**src/rtl/ram_sched_pkg.sv**
```systemverilog
// Shared types and default constants for the ram32x4 access scheduler.
package ram_sched_pkg;

  typedef enum logic {
    IDLE  = 1'b0,
    CLEAR = 1'b1
  } sched_state_t;

  localparam int DEF_AW = 5;
  localparam int DEF_DW = 4;
  localparam logic [3:0] DEF_CLEAR_VAL = 4'h0;

endpackage

```
**src/rtl/ram_access_sched_scan_seq.sv**
```systemverilog
// Tick-paced read scanner: pointer, read-latency valid pipeline and capture.
// RAM_ACCESS_SCHED_RAW_BYPASS_EN adds write-to-in-flight-read forwarding.
module scan_seq
  import ram_sched_pkg::*;
#(
  parameter int AW         = DEF_AW,
  parameter int DW         = DEF_DW,
  parameter int RD_LATENCY = 1
) (
  input  logic          clk,
  input  logic          reset,
  input  logic          tick,
  input  logic          scan_en,
`ifdef RAM_ACCESS_SCHED_RAW_BYPASS_EN
  input  logic          wr_en,
  input  logic [AW-1:0] wr_addr,
  input  logic [DW-1:0] wr_data,
`endif
  input  logic [DW-1:0] ram_q,
  output logic [AW-1:0] ram_rdaddress,
  output logic [AW-1:0] scan_addr,
  output logic [DW-1:0] scan_data,
  output logic          scan_valid
);

  localparam int NST = RD_LATENCY + 1;

  logic          step;
  logic [AW-1:0] ptr_q;
  logic [NST-1:0] vld_q;
  logic [AW-1:0] addr_q [NST];
  logic [DW-1:0] cap_data;

  assign step          = tick & scan_en;
  assign ram_rdaddress = ptr_q;

  // Stage i holds a read i cycles after its address was presented to the RAM;
  // the last stage lines up with ram_q being valid.
  always_ff @(posedge clk or negedge reset) begin
    if (!reset) begin
      ptr_q <= '0;
      vld_q <= '0;
      for (int i = 0; i < NST; i++) addr_q[i] <= '0;
    end else begin
      if (step) ptr_q <= ptr_q + 1'b1;
      vld_q[0]  <= step;
      addr_q[0] <= ptr_q + 1'b1;
      for (int i = 1; i < NST; i++) begin
        vld_q[i]  <= vld_q[i-1];
        addr_q[i] <= addr_q[i-1];
      end
    end
  end

`ifdef RAM_ACCESS_SCHED_RAW_BYPASS_EN
  logic [NST-1:0] hit;
  logic [NST-1:0] byp_q;
  logic [DW-1:0]  bdat_q [NST];

  always_comb begin
    hit = '0;
    for (int i = 0; i < NST; i++)
      hit[i] = vld_q[i] & wr_en & (wr_addr == addr_q[i]);
  end

  // A later hit overwrites an earlier one so the newest write data wins.
  always_ff @(posedge clk or negedge reset) begin
    if (!reset) begin
      byp_q <= '0;
      for (int i = 0; i < NST; i++) bdat_q[i] <= '0;
    end else begin
      byp_q[0]  <= 1'b0;
      bdat_q[0] <= '0;
      for (int i = 1; i < NST; i++) begin
        byp_q[i]  <= byp_q[i-1] | hit[i-1];
        bdat_q[i] <= hit[i-1] ? wr_data : bdat_q[i-1];
      end
    end
  end

  always_comb begin
    cap_data = ram_q;
    if (hit[RD_LATENCY])        cap_data = wr_data;
    else if (byp_q[RD_LATENCY]) cap_data = bdat_q[RD_LATENCY];
  end
`else
  assign cap_data = ram_q;
`endif

  always_ff @(posedge clk or negedge reset) begin
    if (!reset) begin
      scan_valid <= 1'b0;
      scan_addr  <= '0;
      scan_data  <= '0;
    end else begin
      scan_valid <= vld_q[RD_LATENCY];
      if (vld_q[RD_LATENCY]) begin
        scan_addr <= addr_q[RD_LATENCY];
        scan_data <= cap_data;
      end
    end
  end

endmodule

```
**src/rtl/ram_access_sched.sv**
```systemverilog
// Owns both ports of the ram32x4: host/clear write arbitration plus read scanner.
// Optional macro RAM_ACCESS_SCHED_RAW_BYPASS_EN forwards writes into in-flight scan reads.
module ram_access_sched
  import ram_sched_pkg::*;
#(
  parameter int            AW         = DEF_AW,
  parameter int            DW         = DEF_DW,
  parameter logic [DW-1:0] CLEAR_VAL  = DW'(DEF_CLEAR_VAL),
  parameter int            RD_LATENCY = 1
) (
  input  logic          clk,
  input  logic          reset,
  input  logic          tick,
  input  logic          scan_en,
  input  logic          clr_start,
  input  logic          wr_req,
  input  logic [AW-1:0] wr_addr,
  input  logic [DW-1:0] wr_data,
  output logic          wr_ack,
  output logic          busy,
  output logic [AW-1:0] scan_addr,
  output logic [DW-1:0] scan_data,
  output logic          scan_valid,
  output logic [AW-1:0] ram_wraddress,
  output logic [DW-1:0] ram_data,
  output logic          ram_wren,
  output logic [AW-1:0] ram_rdaddress,
  input  logic [DW-1:0] ram_q
);

  localparam int DEPTH = 2**AW;

  sched_state_t  state_q, state_d;
  logic [AW-1:0] idx_q, idx_d;
  logic          hw_pend_q, hw_pend_d;
  logic [AW-1:0] hw_addr_q, hw_addr_d;
  logic [DW-1:0] hw_data_q, hw_data_d;

  always_ff @(posedge clk or negedge reset) begin
    if (!reset) begin
      state_q   <= IDLE;
      idx_q     <= '0;
      hw_pend_q <= 1'b0;
      hw_addr_q <= '0;
      hw_data_q <= '0;
    end else begin
      state_q   <= state_d;
      idx_q     <= idx_d;
      hw_pend_q <= hw_pend_d;
      hw_addr_q <= hw_addr_d;
      hw_data_q <= hw_data_d;
    end
  end

  // A host write is only granted from IDLE without a competing clear; the
  // granted write appears on the RAM port the following cycle.
  always_comb begin
    state_d   = state_q;
    idx_d     = idx_q;
    hw_pend_d = 1'b0;
    hw_addr_d = hw_addr_q;
    hw_data_d = hw_data_q;
    unique case (state_q)
      IDLE: begin
        if (clr_start) begin
          state_d = CLEAR;
          idx_d   = '0;
        end else if (wr_req) begin
          hw_pend_d = 1'b1;
          hw_addr_d = wr_addr;
          hw_data_d = wr_data;
        end
      end
      CLEAR: begin
        idx_d = idx_q + 1'b1;
        if (idx_q == AW'(DEPTH-1)) state_d = IDLE;
      end
      default: state_d = IDLE;
    endcase
  end

  assign busy          = (state_q == CLEAR);
  assign wr_ack        = hw_pend_q;
  assign ram_wren      = busy | hw_pend_q;
  assign ram_wraddress = busy ? idx_q : hw_addr_q;
  assign ram_data      = busy ? CLEAR_VAL : hw_data_q;

  scan_seq #(
    .AW         (AW),
    .DW         (DW),
    .RD_LATENCY (RD_LATENCY)
  ) u_scan (
    .clk           (clk),
    .reset         (reset),
    .tick          (tick),
    .scan_en       (scan_en),
`ifdef RAM_ACCESS_SCHED_RAW_BYPASS_EN
    .wr_en         (ram_wren),
    .wr_addr       (ram_wraddress),
    .wr_data       (ram_data),
`endif
    .ram_q         (ram_q),
    .ram_rdaddress (ram_rdaddress),
    .scan_addr     (scan_addr),
    .scan_data     (scan_data),
    .scan_valid    (scan_valid)
  );

endmodule

```
**config.mk**
```make
export PLATFORM = sky130hd
export DESIGN_NAME = ram_access_sched
export DESIGN_NICKNAME = d
export VERILOG_FILES = /design/src/rtl/ram_sched_pkg.sv /design/src/rtl/ram_access_sched_scan_seq.sv /design/src/rtl/ram_access_sched.sv
export SDC_FILE = /design/constraint.sdc
export NUM_CORES = 1
export LEC_CHECK = 0
export CORE_ASPECT_RATIO = 0.5
export CORE_UTILIZATION = 50
export CTS_BUF_LIST = sky130_fd_sc_hd__clkbuf_8
export DETAILED_ROUTE_END_ITERATION = 10
export PLACE_DENSITY = 0.84
export SYNTH_ARGS = -nofsm -noshare
export SYNTH_HDL_FRONTEND = slang
export SYNTH_SLANG_ARGS = --single-unit
```
**constraint.sdc**
```tcl
create_clock -name clk -period 3.6 [get_ports clk]
set_input_delay 1.08 -clock clk [delete_from_list [all_inputs] [get_ports clk]]
set_output_delay 1.08 -clock clk [all_outputs]
set_load 0.1 [all_outputs]
```
==> run metrics, run 1 <==
run status complete, but fails checks; violations in the final reports design-rule violations; startpoint kind of the worst setup timing path flip-flop; utilization of the core after routing 71.15%; minimum setup slack among reg-to-reg paths 1960 ps; CTS tree yes; Worst Max-Slew Pin Slew 915.8 ps; Yosys top cell area share a little over three fifths; hold-fix buffers at CTS 0; origin of the critical flop-to-flop path busy; root buffer cell clkbuf_8; maximum net fanout on the critical path 21; Post-Place Worst Slack 1112 ps; filler cell count in the final layout 209; count of non-filler cells in the finished layout 201; clock latency on the worst-skew pair 290 ps; critical path class flip-flop to output port; global-route wire length before repair 4843 um; RD Place Congestion approximately 0.71; Setup Viol. Count Final 0; class of the worst hold path flip-flop to flip-flop; count of nets left with antenna violations after detail routing 0; TritonCTS Buffers 5; cell chain of the critical path mux2_2 > buf_4; post-detail-place hpwl 1895 um; total inserted antenna cells 0; cell taking the most area after synthesis dfrtp_1; area used by multi-input combinational logic approximately 590 um2; highest-delay cell along the critical path dfrtp_1; final hold violations 0; Data required, critical path 2520 ps; post-detailed-routing wire length 2943 um; GRT Overall Usage 18.23%; mean instance size in the synthesized netlist 15.16 um2; Setup Buffers After CTS 0; number of violations of the max-capacitance limit 0; unrepaired setup endpoints after global routing false; Clock H-tree levels 2; 1st-pass router iterations 11; CP endpoint ram_wraddress[3]; post-synthesis register bit count between 40 and 50; worst max-slew margin expressed relative to the limit 38.95%; Placement Cell Area 0.002098 mm2; die span in y 43.39 um; full die area 0.003678 mm2; area of all sequential standard cells 0.001076 mm2; count of distinct cell types in the synthesized netlist 24; data arrival at the endpoint of the critical path 1740 ps; number of port buffers 45; worst clock skew 2.766 ps; CP Launch Point busy; Worst Reg-to-Reg Cells 3; Sinks on Clock Net 43; Routed wire per std cell 14.64 um; core box area 0.003136 mm2; Site Rows 14; post-DR vias/cell 4.915; number of antenna violations at the first check in global routing 0; portion of the post-synthesis area used by sequential elements 62.82%; synthesis-to-finish area growth 30.24%; detailed router's first-iteration violation count 37; top achievable clock speed 354.9 MHz; Cell Count Post-Placement roughly 190; number of slew-limit violations in the final report 0; cell area after synthesis 0.001713 mm2; fraction of final layout cells with drive strength greater than 1 39.13%; Top Ports 46; clock transition at the registers of the reported paths 80 ps; CTS-repair resized insts 0; initial standard-cell utilization of the core roughly 55%; crit path setup slack, layout just under 800 ps; Final Net Count 182; worst r2r dst hw_data_q[2]; number of nets in the synthesized netlist 135; clock period minus worst slack 2818 ps; kind of end point of the critical path output port; final instance area 0.002231 mm2; maximum number of pins on one net before global-route repair 44; grt ovf 0; warnings from Yosys 0; vias 988; post-synthesis instance total ~110; vias in the first global route slightly below 1,000; period utilisation layout 78.27%; top area cells in the synthesized netlist dfrtp_1 (63%), mux2_2 (9.9%), mux2_4 (7.9%); crit-path max cell delay ~800 ps; DIE WIDTH 84.78 um; DRC violations left 3; CTS max path bufs 2
placed cells by master, fill, tap and decap left out, drive strengths merged, types with 2 or more instances in the layout:
cell,n
nand2b,3
nor2b,4
nand4,2
and2,2
xor2,2
nand2,4
ha,3
bufinv,2
buf,28
inv,3
clkbuf,5
dfrtp,43
clkdlybuf4s50,17
mux2,24
xnor2,6
o21ai,2
mux2i,3
nand3,3
flip-flops by register name, summed over array words and instances (netlist names):
signal / cells
u_scan.scan_valid: 1
u_scan.vld_q: 2
idx_q: 5
wr_ack: 1
u_scan.addr_q: 10
u_scan.scan_data: 4
hw_data_q: 4
u_scan.scan_addr: 5
hw_addr_q: 5
u_scan.ram_rdaddress: 5
busy: 1
critical path: cells and delay by family, from the launching register on:
kind | cells | cell delay, ps
buf+inv | 1 | 230
flops | 1 | 800
mux | 1 | 410
metal layers:
layer | part of all wire [%] | track usage (%) | vias to the layer above
met2 | 52 | 31.22 | 22
met3 | 4.7 | 5.143 | 2
met1 | 42 | 22.08 | 490
li1 | - | - | 474
met5 | 0 | 0 | -
met4 | 0.99 | 9.153 | 0
logic make-up after synthesis:
| family | share of synthesized area, % |
|---|---|
| compound gates | 1.461 |
| xor+xnor | 4.091 |
| fa+ha+maj | 2.192 |
| buf+inv | 2.922 |
| flops | 62.82 |
| mux | 19.50 |
| simple gates | 7.013 |
per-stage QoR:
step	hold WS (ps)	TNS (ps)
finish	351.3	0
global placement	331.4	0
floorplan	331.2	-148.0
detailed placement	334.7	0
global route	358.7	0
CTS	353.0	0
synth_stat cells:
master,instances
nand3_1,3
nand4_1,2
nor2_2,1
o21ai_0,2
xor2_1,2
inv_1,2
and2_1,1
dfrtp_1,43
buf_2,3
a21oi_1,1
or2_2,1
buf_12,1
xnor2_1,6
nand2_1,4
buf_4,1
mux2_4,9
nand2b_1,3
and3_1,1
nor2b_1,4
ha_1,3
and2_4,1
mux2i_1,3
mux2_2,15
a22o_2,1
cell type report:
| cell class | instances | area share (%) |
|---|---|---|
| Multi-Input combinational cell | 63 | 26.30 |
| Tap cell | 40 | 2.243 |
| Sequential cell | 43 | 48.23 |
| Timing Repair Buffer | 45 | 16.94 |
| Clock inverter | 3 | 2.860 |
| Inverter | 2 | 0.3365 |
| Clock buffer | 5 | 3.085 |
how the worst min path moves through the flow:
| stage | startpoint | slack, ps | cells after the start | endpoint |
|---|---|---|---|---|
| finish | u_scan.addr_q[8] | 350 | 0 | u_scan.addr_q[3] |
| global route | u_scan.addr_q[8] | 360 | 0 | u_scan.addr_q[3] |
| CTS | u_scan.addr_q[7] | 350 | 0 | u_scan.addr_q[2] |
| detailed placement | u_scan.addr_q[7] | 330 | 0 | u_scan.addr_q[2] |
| global placement | u_scan.addr_q[9] | 330 | 0 | u_scan.addr_q[4] |
| floorplan | u_scan.addr_q[5] | 330 | 0 | u_scan.addr_q[0] |
Power of run 1 is not shown: default switching activity piles up to over one toggle a cycle in this logic, so the estimate is an artifact.
==> run 2: changes to the inputs <==
--- a/config.mk
+++ b/config.mk
@@ -6,10 +6,10 @@
 export NUM_CORES = 1
 export LEC_CHECK = 0
 export CORE_ASPECT_RATIO = 0.5
-export CORE_UTILIZATION = 50
+export CORE_UTILIZATION = 49
 export CTS_BUF_LIST = sky130_fd_sc_hd__clkbuf_8
 export DETAILED_ROUTE_END_ITERATION = 10
-export PLACE_DENSITY = 0.84
+export PLACE_DENSITY = 0.83
 export SYNTH_ARGS = -nofsm -noshare
 export SYNTH_HDL_FRONTEND = slang
 export SYNTH_SLANG_ARGS = --single-unit
==> constraint.sdc (replaced) <==
create_clock -name clk -period 2.85 [get_ports clk]
set_input_delay 0.855 -clock clk [delete_from_list [all_inputs] [get_ports clk]]
set_output_delay 0.855 -clock clk [all_outputs]
set_load 0.1 [all_outputs]
==> run 2 against run 1 <==
The flow now finishes without violations; non-clock buffer count is the same; register-to-register slack lost 820 ps; sequential share of layout area shrank 2.8 points; die area grew 2.0%; critical path depth is the same; clock skew grew 2.2 ps; sequential cell count is the same; worst hold slack gained 5.7 ps; routed wire length shrank 1.4%; global-route usage grew 0.53 points.
==> run metrics, run 2 (synthesis gave the netlist of run 1 again) <==
Post-Place Worst Slack 488.2 ps (was 1112 ps); grt ovf 0 (unchanged); clock transition at the registers of the reported paths 80 ps (about the same); vias in the first global route 1,050 (was 994); Routed wire per std cell 14.44 um (was 14.64 um); most common cell after layout, fill and taps aside dfrtp_1 (unchanged); Setup Viol. Count Final 0 (unchanged); die span in y 43.81 um (was 43.39 um); area used by multi-input combinational logic 596.8 um2 (was 586.8 um2); origin of the critical flop-to-flop path busy (unchanged); startpoint kind of the worst setup timing path flip-flop (unchanged); run status finished, final reports clean (was complete, but fails checks); crit-path max cell delay 900 ps (was 800 ps); final hold violations 0 (unchanged); number of violations of the max-capacitance limit 0 (unchanged); Worst Path Buf+Inv 1 (unchanged); fraction of final layout cells with drive strength greater than 1 40.99% (was 39.13%); GRT Overall Usage 18.76% (was 18.23%); Site Rows 14 (unchanged); synthesis-to-finish area growth 38.20% (was 30.24%); area of all sequential standard cells 0.001076 mm2 (unchanged); crit path setup slack, layout 174.5 ps (was 782.4 ps); Top Ports 46 (unchanged); Sinks on Clock Net 43 (unchanged); number of antenna violations at the first check in global routing 0 (unchanged); post-route worst hold slack 357.0 ps (was 351.3 ps); 1st-pass router iterations 2 (was 11); clock period minus worst slack between 2000 and 3000 ps; number of port buffers 45 (unchanged); data arrival at the endpoint of the critical path 1820 ps (was 1740 ps); maximum number of pins on one net before global-route repair 44 (unchanged); Worst Max-Slew Pin Slew 932.3 ps (was 915.8 ps); detailed router's first-iteration violation count 18 (was 37); cell chain of the critical path mux2_2 > buf_12 (was mux2_2 > buf_4); vias 1,011 (was 988); DRC violations left 0 (was 3); RD Place Congestion 0.7080 (was 0.7061); CP Launch Point busy (unchanged); DIE WIDTH 85.62 um (was 84.78 um); Final Net Count 182 (unchanged); top achievable clock speed 373.8 MHz; flip-flop count of the largest register, all copies and words added 10 (unchanged); full die area 0.003750 mm2 (was 0.003678 mm2); worst max-slew margin expressed relative to the limit 37.85% (was 38.95%); maximum net fanout on the critical path 21 (unchanged); TritonCTS Buffers 5 (unchanged); Setup Buffers After CTS 0 (unchanged); number of slew-limit violations in the final report 0 (unchanged); period utilisation layout between 90% and 100%; post-DR vias/cell 5.030 (was 4.915); minimum setup slack among reg-to-reg paths 1140 ps (was 1960 ps); hold-fix buffers at CTS 0 (unchanged); root buffer cell clkbuf_8 (unchanged); kind of end point of the critical path output port (unchanged); critical path class flip-flop to output port (unchanged); CTS max path bufs 2 (unchanged); Clock H-tree levels 2 (unchanged); CTS tree yes (unchanged); beginning of the worst hold path u_scan.addr_q[9] (was u_scan.addr_q[8]); filler cell count in the final layout 193 (was 209); global-route wire length before repair 5043 um (was 4843 um); highest-delay cell along the critical path dfrtp_1 (unchanged); post-detailed-routing wire length 2903 um (was 2943 um); core box area 0.003153 mm2 (was 0.003136 mm2); count of nets left with antenna violations after detail routing 0 (unchanged); highest-count cells in the layout ignoring fill and taps dfrtp_1 (43), clkdlybuf4s50_1 (17), buf_4 (16) (was dfrtp_1 (43), buf_4 (27), clkdlybuf4s50_1 (17)); Data required, critical path 2000 ps (was 2520 ps); unrepaired setup endpoints after global routing false (unchanged); CTS-repair resized insts 0 (unchanged); clock latency on the worst-skew pair 290 ps (about the same); post-detail-place hpwl 2034 um (was 1895 um); class of the worst hold path flip-flop to flip-flop (unchanged); Reg with most FFs u_scan.addr_q (unchanged); worst clock skew 4.979 ps (was 2.766 ps); CP top delay family flip-flops (unchanged); total inserted antenna cells 0 (unchanged); initial standard-cell utilization of the core 54.33% (was 54.63%)
[run 2: metal layers]
metal | track usage [%] | vias up | part of all wire, %
li1 | - | 476 | -
met1 | 22.46 | 508 | 42
met3 | 6.476 | 8 | 4.1
met2 | 32.32 | 19 | 52
met5 | 0 | - | 0
met4 | 7.000 | 0 | 1.1
[run 2: layout make-up]
class	instances	share of cell area [%]
flip-flops and latches	43	45.45
multi-input cells	63	25.21
well taps	40	2.114
clock buffers	6	3.488
clock inverters	2	1.638
inverters	2	0.3171
repair buffers	45	21.78
[run 2: worst paths after layout]
| check | end | cells after the start |
|---|---|---|
| max | ram_wraddress[1] | 2 |
| min | u_scan.addr_q[4] | 0 |
| max reg2reg | hw_addr_q[2] | 3 |
| min reg2reg | u_scan.addr_q[4] | 0 |
| max in group asynchronous | idx_q[4] | 1 |
| min in group asynchronous | u_scan.addr_q[5] | 1 |
[run 2: per-stage QoR]
step | utilization (%) | instance area, um2 | instances | TNS [ps]
after floorplan | - | 1723 | 113 | -930.9
after global placement | 71.23 | 2246 | 193 | 0
after detailed placement | 71.23 | 2246 | 193 | 0
after CTS | 75.08 | 2367 | 201 | 0
after global routing | 75.08 | 2367 | 201 | 0
final | 75.08 | 2367 | 201 | 0
Power of run 2 is left out for the same reason.
==> run 3: changes to the inputs <==
--- a/config.mk
+++ b/config.mk
@@ -9,7 +9,7 @@
 export CORE_UTILIZATION = 49
 export CTS_BUF_LIST = sky130_fd_sc_hd__clkbuf_8
 export DETAILED_ROUTE_END_ITERATION = 10
-export PLACE_DENSITY = 0.83
+export PLACE_DENSITY = 0.81
 export SYNTH_ARGS = -nofsm -noshare
 export SYNTH_HDL_FRONTEND = slang
 export SYNTH_SLANG_ARGS = --single-unit
==> run 3 against run 2 <==
Cell count decreased by 0.50%; critical path type unchanged; register-to-register slack improved by 30 ps; sequential cell count unchanged; cell area decreased by 0.63%; sequential share of layout area increased by 0.29 points; critical path depth unchanged; count of clock-buffer cells in the layout decreased by 1; maximum frequency increased by 1.1%; critical endpoint unchanged; routed wire length decreased by 0.14%; first-iteration DRC count decreased by 61%.
==> run metrics, run 3 (synthesis gave the netlist of run 1 again) <==
die span in y 43.81 um (unchanged); Final Net Count 182 (unchanged); critical path class flip-flop to output port (unchanged); global-route wire length before repair 4830 um (was 5043 um); run status finished, final reports clean (unchanged); routed length on met2 1432 um (was 1519 um); topmost layer with routed signal wires met4 (unchanged); hold-fix buffers at CTS 0 (unchanged); clock period minus worst slack 2647 ps (was 2675 ps); final sum of negative setup slack 0 ps (unchanged); synthesis-to-finish area growth 37.33% (was 38.20%); post-DR vias/cell 4.975 (was 5.030); DR WL met3 136 um (was 119 um); Reg with most FFs u_scan.addr_q (unchanged); kind of end point of the critical path output port (unchanged); Clock H-tree levels 2 (unchanged); Setup Buffers After CTS 0 (unchanged); unrepaired setup endpoints after global routing false (unchanged); total inserted antenna cells 0 (unchanged); utilization of the core after routing 74.60% (was 75.08%); post-detailed-routing wire length 2899 um (was 2903 um); final hold violations 0 (unchanged); clock latency on the worst-skew pair 300 ps (was 290 ps); count of nets left with antenna violations after detail routing 0 (unchanged); RD Place Congestion 0.7081 (was 0.7080); detailed router's first-iteration violation count 7 (was 18); Setup Viol. Count Final 0 (unchanged); core box area 0.003153 mm2 (unchanged); initial standard-cell utilization of the core 54.33% (unchanged); Post-Place Worst Slack 514.2 ps (was 488.2 ps); maximum number of pins on one net before global-route repair 44 (unchanged); routed metal-1 wirelength 1283 um (was 1232 um); startpoint kind of the worst setup timing path flip-flop (unchanged); grt ovf 0 (unchanged); TritonCTS Buffers 5 (unchanged); number of port buffers 45 (unchanged); CTS tree yes (unchanged); number of violations of the max-capacitance limit 0 (unchanged); root buffer cell clkbuf_8 (unchanged); Data required, critical path 2000 ps (about the same); vias in the first global route 987 (was 1,050); clock transition at the registers of the reported paths 80 ps (about the same); highest-count cells in the layout ignoring fill and taps dfrtp_1 (43), clkdlybuf4s50_1 (17), buf_4 (16) (unchanged); fraction of final layout cells with drive strength greater than 1 40.63% (was 40.99%); full die area 0.003750 mm2 (unchanged); top achievable clock speed 377.8 MHz (was 373.8 MHz); worst clock skew 4.736 ps (was 4.979 ps); Top Ports 46 (unchanged); 1st-pass router iterations 3 (was 2); maximum net fanout on the critical path 21 (unchanged); crit path setup slack, layout 203.0 ps (was 174.5 ps); number of antenna violations at the first check in global routing 0 (unchanged); class of the worst hold path flip-flop to flip-flop (unchanged); Sinks on Clock Net 43 (unchanged); vias 995 (was 1,011); worst max-slew margin expressed relative to the limit 38.20% (was 37.85%); DRC violations left 0 (unchanged); number of slew-limit violations in the final report 0 (unchanged); data arrival at the endpoint of the critical path 1790 ps (was 1820 ps); DIE WIDTH 85.62 um (unchanged); period utilisation layout 92.88% (was 93.88%); Site Rows 14 (unchanged); Routed wire per std cell 14.50 um (was 14.44 um); most common cell after layout, fill and taps aside dfrtp_1 (unchanged); Worst Max-Slew Pin Slew 927.0 ps (was 932.3 ps); CTS-repair resized insts 0 (unchanged); GRT Overall Usage 18.15% (was 18.76%); flip-flop count of the largest register, all copies and words added 10 (unchanged); CTS max path bufs 2 (unchanged); post-detail-place hpwl 2002 um (was 2034 um)
[run 3: through the flow]
step,cells,hold WS (ps),area [um2]
6_report,200,351.7,2352
5_1_grt,200,361.4,2352
4_1_cts,200,354.1,2352
3_5_place_dp,193,336.3,2246
3_3_place_gp,193,331.1,2246
2_1_floorplan,113,331.2,1723
[run 3: path summary, 6_finish.rpt]
check,start,endpoint,slack [ps],cells after the start
setup reg to reg,busy,hw_data_q[0],1170,3
max in group asynchronous,reset,hw_addr_q[2],1590,1
setup / recovery,busy,ram_wraddress[1],200,2
hold / removal,u_scan.addr_q[6],u_scan.addr_q[1],350,0
min in group asynchronous,reset,u_scan.ram_rdaddress[0],700,1
hold reg to reg,u_scan.addr_q[6],u_scan.addr_q[1],350,0
[run 3: per-layer routing]
layer	global-route usage, %	vias to the layer above
li1	-	475
met1	22.18	489
met2	28.96	23
met3	7.238	8
met4	8.667	0
met5	0	-
[run 3: critical path, cell delays in order, from the launching register on]
cell and delay [ps]:
dfrtp_1 880, mux2_2 440, buf_12 170
[run 3: layout make-up]
type,instances,area [um2]
inverters,2,7.507
clock inverters,2,37.54
clock buffers,5,68.82
well taps,40,50.05
fillers,203,800.8
multi-input cells,63,596.8
flip-flops and latches,43,1076
repair buffers,45,515.5
Power of run 3 is left out for the same reason.
